**config.mk**
```make
export PLATFORM = sky130hd
export DESIGN_NAME = shift_register
export DESIGN_NICKNAME = d
export VERILOG_FILES = /design/src/rtl/shift_register.sv
export SDC_FILE = /design/constraint.sdc
export NUM_CORES = 1
export LEC_CHECK = 0
export ABC_CLOCK_PERIOD_IN_PS = 1040
export CORE_MARGIN = 1.5
export CORE_UTILIZATION = 43
export DETAILED_ROUTE_END_ITERATION = 8
export PLACE_DENSITY_LB_ADDON = 0.1
export SKIP_CTS_REPAIR_TIMING = 1
export SLEW_MARGIN = 20
export SYNTH_ARGS = -nofsm -noshare
export SYNTH_HDL_FRONTEND = slang
export SYNTH_SLANG_ARGS = --single-unit
```
**constraint.sdc**
```tcl
create_clock -name clk -period 1.04 [get_ports clk]
set_input_delay 0.26 -clock clk [delete_from_list [all_inputs] [get_ports clk]]
set_output_delay 0.26 -clock clk [all_outputs]
set_load 0.02 [all_outputs]
```
**src/rtl/shift_register.sv**
```systemverilog
// Word-wide delay line: DEPTH enabled shifts carry dataIn to dataOut.
// Optional fill-status output `valid` is compiled in with SHIFT_REGISTER_VALID_EN.
module shift_register #(
    parameter int WIDTH = 8,
    parameter int DEPTH = 4
) (
    input  logic             clk,
    input  logic             rst,
    input  logic             enable,
    input  logic [WIDTH-1:0] dataIn,
    output logic [WIDTH-1:0] dataOut
`ifdef SHIFT_REGISTER_VALID_EN
    ,
    output logic             valid
`endif
);

    if (DEPTH < 1 || DEPTH > 64) begin : g_depth_check
        $error("shift_register: DEPTH must be in 1..64");
    end

    logic [WIDTH-1:0] stage_q [DEPTH];
    logic [WIDTH-1:0] stage_d [DEPTH];

    always_comb begin
        for (int k = 0; k < DEPTH; k++) begin
            stage_d[k] = stage_q[k];
        end
        if (enable) begin
            stage_d[0] = dataIn;
            for (int k = 1; k < DEPTH; k++) begin
                stage_d[k] = stage_q[k-1];
            end
        end
    end

    always_ff @(posedge clk or negedge rst) begin
        if (!rst) begin
            for (int k = 0; k < DEPTH; k++) begin
                stage_q[k] <= '0;
            end
        end else begin
            for (int k = 0; k < DEPTH; k++) begin
                stage_q[k] <= stage_d[k];
            end
        end
    end

    // Output is the oldest stage; no path from dataIn/enable reaches it combinationally.
    assign dataOut = stage_q[DEPTH-1];

`ifdef SHIFT_REGISTER_VALID_EN
    localparam int               CNT_W   = $clog2(DEPTH + 1);
    localparam logic [CNT_W-1:0] CNT_MAX = CNT_W'(DEPTH);

    logic [CNT_W-1:0] cnt_q;
    logic [CNT_W-1:0] cnt_d;
    logic             valid_q;

    // Saturates once every stage has been written from dataIn since reset.
    always_comb begin
        cnt_d = cnt_q;
        if (enable && (cnt_q != CNT_MAX)) begin
            cnt_d = cnt_q + CNT_W'(1);
        end
    end

    always_ff @(posedge clk or negedge rst) begin
        if (!rst) begin
            cnt_q   <= '0;
            valid_q <= 1'b0;
        end else begin
            cnt_q   <= cnt_d;
            valid_q <= (cnt_d == CNT_MAX);
        end
    end

    assign valid = valid_q;
`endif

endmodule

```
==> summary.txt, run 1 <==
Worst setup path
  • Category of the worst setup path capture point: output pin
  • Worst-path fanout max: 2
  • Nature of the critical path startpoint: flop
  • Arrival time of the worst setup path: 880 ps
  • Critical Path, Cell by Cell: buf_6
  • WS Path Type: flop to output pin
  • Delay contributed by the slowest stage of the critical path: 410 ps
  • Slowest stage cell on the critical path: sky130_fd_sc_hd__dfrtp_1
  • Buffers plus inverters on the worst setup path: 1
  • Required time of the worst setup path: 780 ps
  • Family with the most delay on the worst path: flip-flops

Floorplanning
  • Vert. Die Dim: 60.17 µm
  • Initial cell density of the core: 45.65%
  • Total Die Area: 3620 µm²
  • Count of boundary I/O pins: 19
  • Number of rows created at floorplan: 20
  • Core Region: 3078 µm²
  • X dimension of the die: 60.17 µm

Detailed routing
  • Post-route antenna net violation count: 0
  • Average routed wire per standard cell: 11.99 µm
  • Final routed DRC violation total: 0
  • Initial drt markers: 14
  • Sum of routed wire length over all layers: 1.750 mm
  • Routed vias: 651
  • Routed vias/inst: 4.459
  • Router iterations before antenna repair: 3

Yosys
  • Number of distinct library cells after synthesis: 6
  • Register area share after synthesis: 56.99%
  • Mean instance size in the synthesized netlist: 18.49 µm²
  • Gate count after technology mapping: 76
  • Number of warning messages in the yosys log: 0
  • Net count of the mapped netlist: 87
  • Netlist area before placement: 1405 µm²
  • Flip-flop and latch count after synthesis: 32

Placed design
  • IO Port Bufs: 18
  • Final GP Congestion: 0.5984
  • Post-detailed-placement half-perimeter wirelength: 1.096 mm
  • Dpl cell area: 1609 µm²

Power
  • Leak Pwr: 0.0008411 µW
  • Proportion of power drawn by combinational gates: 24.2%
  • Switching fraction of total power: 22.92%
  • Largest vdd supply drop: 0.001144 V
  • Pint: 2679 µW
  • Cell area power density: 2001 nW/µm²
  • Switching power total: 796.7 µW
  • Part of the power in registers: 45.8%
  • Relative contribution of the clock network to total power: 30.0%

Timing
  • Setup repair after global routing missed its margin: true
  • Fin crit period: 1136 ps
  • Worst Skew: 7.805 ps
  • Final hold violation count: 0
  • Final Max Slew Viols: 0
  • Post-route setup slack: -96.15 ps
  • Final setup violation count: 8
  • Fin crit share: 109.2%
  • Actual slew at the worst max-slew pin: 169.2 ps
  • Highest Clock Rate: 880.2 MHz
  • Worst relative slew slack: 88.72%

Outcome
  • Violated checks: setup timing
  • Status: finished, violations left

Finish
  • Share of cells above drive strength 1: 59.80%
  • Filler cell count: 265
  • Nets@finish: 112
  • Utilization of the core after routing: 56.42%
  • Non-Filler Cell Area, Final: 1737 µm²
  • Synth-to-layout area growth: 23.60%
  • Antenna diode instance count: 0

CTS
  • Htree depth: 2
  • Buffers from clock root to sink, at most: 2
  • Clock buffers created by TritonCTS: 5
  • Register clock-pin slew on the reported worst setup and hold paths: 90 ps
  • CTS tree: done
  • Clock sink total: 32
  • Clock latency of the later-clocked register in the worst-skew pair: 330 ps
  • Clock Root Buffer: sky130_fd_sc_hd__clkbuf_4

Global routing
  • Via count of the first global-routing pass: 711
  • Largest net degree at the start of global routing: 33
  • Global-route wire length before repair: 3.153 mm
  • Antenna violations before repair: 0
  • Sum of overflow across all layers after global routing: 0
  • Global Route Usage Sum: 12.58%

Flow run
  • Maximum capacitance violations: 0

Min path
  • Hold Path Class: input pin to asynchronous set/reset pin
==> cell type report <==
class	instances	area (µm²)	area share, %
clock buffer	7	65.06	3.746
clock inverter	1	30.03	1.729
multi-input combinational	32	473.0	27.23
sequential	32	800.8	46.11
tap	44	55.05	3.170
timing repair buffer	30	312.8	18.01
==> through the flow <==
step                power [µW]  hold slack (ps)  setup TNS [ps]  std cells  setup WS [ps]
finish                    3476            276.8          -662.1        146         -96.15
global route              3669            256.8           -1113        146         -146.5
CTS                       3472            261.6           -4314        143         -553.9
detailed placement        2395            496.4           -1291        135         -161.9
global placement          2377            488.2           -1185        135         -145.3
floorplan                 2160           -35.59               0         76          112.8
==> logic make-up after synthesis <==
kind of cell           synth area share (%)
DFF                                   56.99
buffers and inverters                 9.350
muxes                                 33.66
==> worst register-to-register path, delay by kind of cell, from the launching register on <==
family	cells	cell delay, ps
multiplexers	1	250
buffers and inverters	2	250
flip-flops	1	400
==> sequential cells by signal (all words and copies together), names as in the netlist <==
signal and cells:
dataOut 8, stage_q 24
==> power groups by stage <==
stage	Clock (µW)	Sequential [µW]	Combinational [µW]
CTS	1090	1580	799
global route	1150	1620	903
floorplan	0	1570	595
detailed placement	0	1600	795
global placement	0	1590	787
finish	1040	1590	842
==> placed cells by master (no fill, tap or decap) <==
cell	n
sky130_fd_sc_hd__clkbuf_4	5
sky130_fd_sc_hd__clkbuf_8	2
sky130_fd_sc_hd__mux2_4	30
sky130_fd_sc_hd__buf_6	8
sky130_fd_sc_hd__bufinv_16	1
sky130_fd_sc_hd__dfrtp_1	32
sky130_fd_sc_hd__mux2_2	2
sky130_fd_sc_hd__buf_4	9
sky130_fd_sc_hd__buf_2	1
sky130_fd_sc_hd__buf_12	3
sky130_fd_sc_hd__clkdlybuf4s50_1	9
==> final timing paths <==
check	start	to	slack, ps	depth (start not counted)
setup / recovery	dataOut[2]$_DFFE_PN0P_	dataOut[2]	-100	1
hold / removal	rst	dataOut[4]$_DFFE_PN0P_	280	2
setup reg to reg	dataOut[6]$_DFFE_PN0P_	dataOut[6]$_DFFE_PN0P_	30	3
hold reg to reg	stage_q[21]$_DFFE_PN0P_	stage_q[13]$_DFFE_PN0P_	520	1
max in group asynchronous	rst	stage_q[23]$_DFFE_PN0P_	590	2
min in group clk	enable	dataOut[4]$_DFFE_PN0P_	410	3
==> synthesized netlist by cell type <==
master,number,area share (%)
sky130_fd_sc_hd__buf_12,3,4.3
sky130_fd_sc_hd__buf_6,1,0.80
sky130_fd_sc_hd__dfrtp_1,32,57
sky130_fd_sc_hd__mux2_2,2,1.6
sky130_fd_sc_hd__mux2_4,30,32
sky130_fd_sc_hd__buf_4,8,4.3
==> layer usage <==
layer  track usage [%]  wire (µm)  vias to the layer above
met5                 0          0                        -
met2             17.24        739                       17
li1                  -          -                      302
met3             7.359        121                        6
met4             7.619         48                        0
met1             15.03        840                      326
Power figures use the tool's default switching activity.
==> run 2: changes to the inputs <==
--- a/config.mk
+++ b/config.mk
@@ -5,7 +5,9 @@
 export SDC_FILE = /design/constraint.sdc
 export NUM_CORES = 1
 export LEC_CHECK = 0
-export ABC_CLOCK_PERIOD_IN_PS = 1040
+export ABC_CLOCK_PERIOD_IN_PS = 1090
+export CELL_PAD_IN_SITES_DETAIL_PLACEMENT = 1
+export CELL_PAD_IN_SITES_GLOBAL_PLACEMENT = 1
 export CORE_MARGIN = 1.5
 export CORE_UTILIZATION = 43
 export DETAILED_ROUTE_END_ITERATION = 8
==> constraint.sdc (replaced) <==
create_clock -name clk -period 1.09 [get_ports clk]
set_input_delay 0.2725 -clock clk [delete_from_list [all_inputs] [get_ports clk]]
set_output_delay 0.2725 -clock clk [all_outputs]
set_load 0.02 [all_outputs]
==> run 2 against run 1 <==
The run still ends with setup timing left. Hold slack improved by 30 ps. Setup slack improved by 58 ps. Sequential power decreased by 4%. Cell count decreased by 2.1%. Sequential share of layout area increased by 1.1 points. Clock power decreased by 17%. Global-route usage decreased by 0.20 points. Clock skew increased by 3.6 ps. Critical endpoint is now dataOut[4]. Largest cell class unchanged. Highest routed layer unchanged.
==> summary.txt, run 2 (same netlist as run 1, synthesis figures left out) <==
Worst setup path
  • Buffers plus inverters on the worst setup path: 1
  • Delay contributed by the slowest stage of the critical path: 400 ps
  • Critical Path, Cell by Cell: buf_6
  • Worst-path fanout max: 2
  • Family with the most delay on the worst path: flip-flops
  • Nature of the critical path startpoint: flop
  • Count of cells along the worst register-to-register path: 3
  • Crit. path cell count: 1
  • Category of the worst setup path capture point: output pin
  • WS Path Type: flop to output pin
  • Required time of the worst setup path: 820 ps
  • Arrival time of the worst setup path: 860 ps
  • Slowest stage cell on the critical path: sky130_fd_sc_hd__dfrtp_1

Finish
  • Non-filler instance count after layout: 143
  • Flip-flop count of the largest register after layout: 24
  • Synth-to-layout area growth: 20.66%
  • Non-Filler Cell Area, Final: 1695 µm²
  • Area of the multi-input gates: 473.0 µm²
  • Filler cell count: 308
  • Top library cells by usage in the layout, fill and taps aside: sky130_fd_sc_hd__dfrtp_1 (32), sky130_fd_sc_hd__mux2_4 (30), sky130_fd_sc_hd__clkdlybuf4s50_1 (9)
  • Most common cell after layout, fill and taps aside: sky130_fd_sc_hd__dfrtp_1
  • Largest Register: stage_q
  • Nets@finish: 109
  • Antenna diode instance count: 0
  • Share of cells above drive strength 1: 57.58%
  • Combined flip-flop and latch cell area: 800.8 µm²

Detailed routing
  • Initial drt markers: 16
  • Router iterations before antenna repair: 4
  • Sum of routed wire length over all layers: 1.850 mm
  • Final routed DRC violation total: 0
  • Routed vias: 652
  • Routed vias/inst: 4.559
  • Average routed wire per standard cell: 12.94 µm
  • Post-route antenna net violation count: 0

Placed design
  • Final GP Congestion: 0.6132
  • Post-detailed-placement half-perimeter wirelength: 1.162 mm
  • Pre-CTS setup slack: -127.4 ps
  • IO Port Bufs: 18
  • Dpl cell area: 1587 µm²
  • Placed Cells: 132

CTS
  • Htree depth: 2
  • Register clock-pin slew on the reported worst setup and hold paths: 100 ps
  • Clock latency of the later-clocked register in the worst-skew pair: 320 ps
  • Clock sink total: 32
  • CTS tree: done
  • Clock Root Buffer: sky130_fd_sc_hd__clkbuf_4
  • Clock buffers created by TritonCTS: 5
  • Buffers from clock root to sink, at most: 2

Outcome
  • Status: finished, violations left
  • Violated checks: setup timing

Floorplanning
  • Total Die Area: 3620 µm²
  • Vert. Die Dim: 60.17 µm
  • Core Region: 3078 µm²
  • Number of rows created at floorplan: 20
  • X dimension of the die: 60.17 µm
  • Count of boundary I/O pins: 19
  • Initial cell density of the core: 45.65%

Power
  • Leak Pwr: 0.0008173 µW
  • Cell area power density: 1859 nW/µm²
  • Largest vdd supply drop: 0.0008321 V

Global routing
  • Global Route Usage Sum: 12.38%
  • Sum of overflow across all layers after global routing: 0
  • Largest net degree at the start of global routing: 33
  • Via count of the first global-routing pass: 638
  • Antenna violations before repair: 0
  • Global-route wire length before repair: 3.063 mm

Timing
  • Fin crit period: 1128 ps
  • Final hold violation count: 0
  • Setup repair after global routing missed its margin: true
  • Highest Clock Rate: 886.1 MHz
  • Post-route setup slack: -38.50 ps
  • Fin crit share: 103.5%
  • Final-layout worst hold slack: 306.8 ps
  • Final Max Slew Viols: 0
  • Final setup violation count: 8
  • Actual slew at the worst max-slew pin: 169.2 ps
  • Worst Skew: 11.39 ps
  • Worst relative slew slack: 88.72%

Flow run
  • Maximum capacitance violations: 0

Min path
  • Hold Path Class: input pin to asynchronous set/reset pin
[run 2: cell count changes in the layout (fill, tap and decap cells not counted), sizes merged]
cell / previous run / this run
clkbuf: 7 / 6
buf: 21 / 18
clkinv: 0 / 1
[run 2: worst reg2reg max path, stage by stage (launching register included)]
cell and delay [ps]:
sky130_fd_sc_hd__dfrtp_1 400, sky130_fd_sc_hd__buf_4 130, sky130_fd_sc_hd__buf_4 120, sky130_fd_sc_hd__mux2_4 250
[run 2: final timing paths]
check,startpoint,end,slack [ps]
setup reg to reg,dataOut[5]$_DFFE_PN0P_,dataOut[5]$_DFFE_PN0P_,90
min in group clk,enable,dataOut[5]$_DFFE_PN0P_,460
max in group asynchronous,rst,stage_q[10]$_DFFE_PN0P_,600
hold reg to reg,stage_q[17]$_DFFE_PN0P_,stage_q[9]$_DFFE_PN0P_,510
hold / removal,rst,dataOut[5]$_DFFE_PN0P_,310
setup / recovery,dataOut[4]$_DFFE_PN0P_,dataOut[4],-40
[run 2: metal layers]
layer	track usage (%)	wire length, µm
met1	15.67	888
met2	16.93	848
met3	6.494	95
met4	6.667	17
met5	0	0
[run 2: final cells by class]
type | count | share of cell area, %
Tap cell | 44 | 3.247
Clock buffer | 6 | 2.435
Clock inverter | 2 | 2.066
Timing Repair Buffer | 27 | 17.12
Multi-Input combinational cell | 32 | 27.90
Sequential cell | 32 | 47.23
[run 2: metrics by stage]
stage	power, µW	setup TNS, ps	utilization (%)
final	3152	-266.3	55.08
after global routing	3321	-753.9	55.08
after CTS	3133	-3907	54.02
after detailed placement	2253	-908.4	51.54
after global placement	2234	-880.2	51.54
after floorplan	2061	0	-
[run 2: report_power, final]
part	switching [µW]	internal [µW]	leakage (µW)	total [µW]
Combinational	248	525	0.000399	772
Clock	379	481	0.0000422	860
Sequential	128	1390	0.000376	1520
Total	754	2400	0.000817	3150
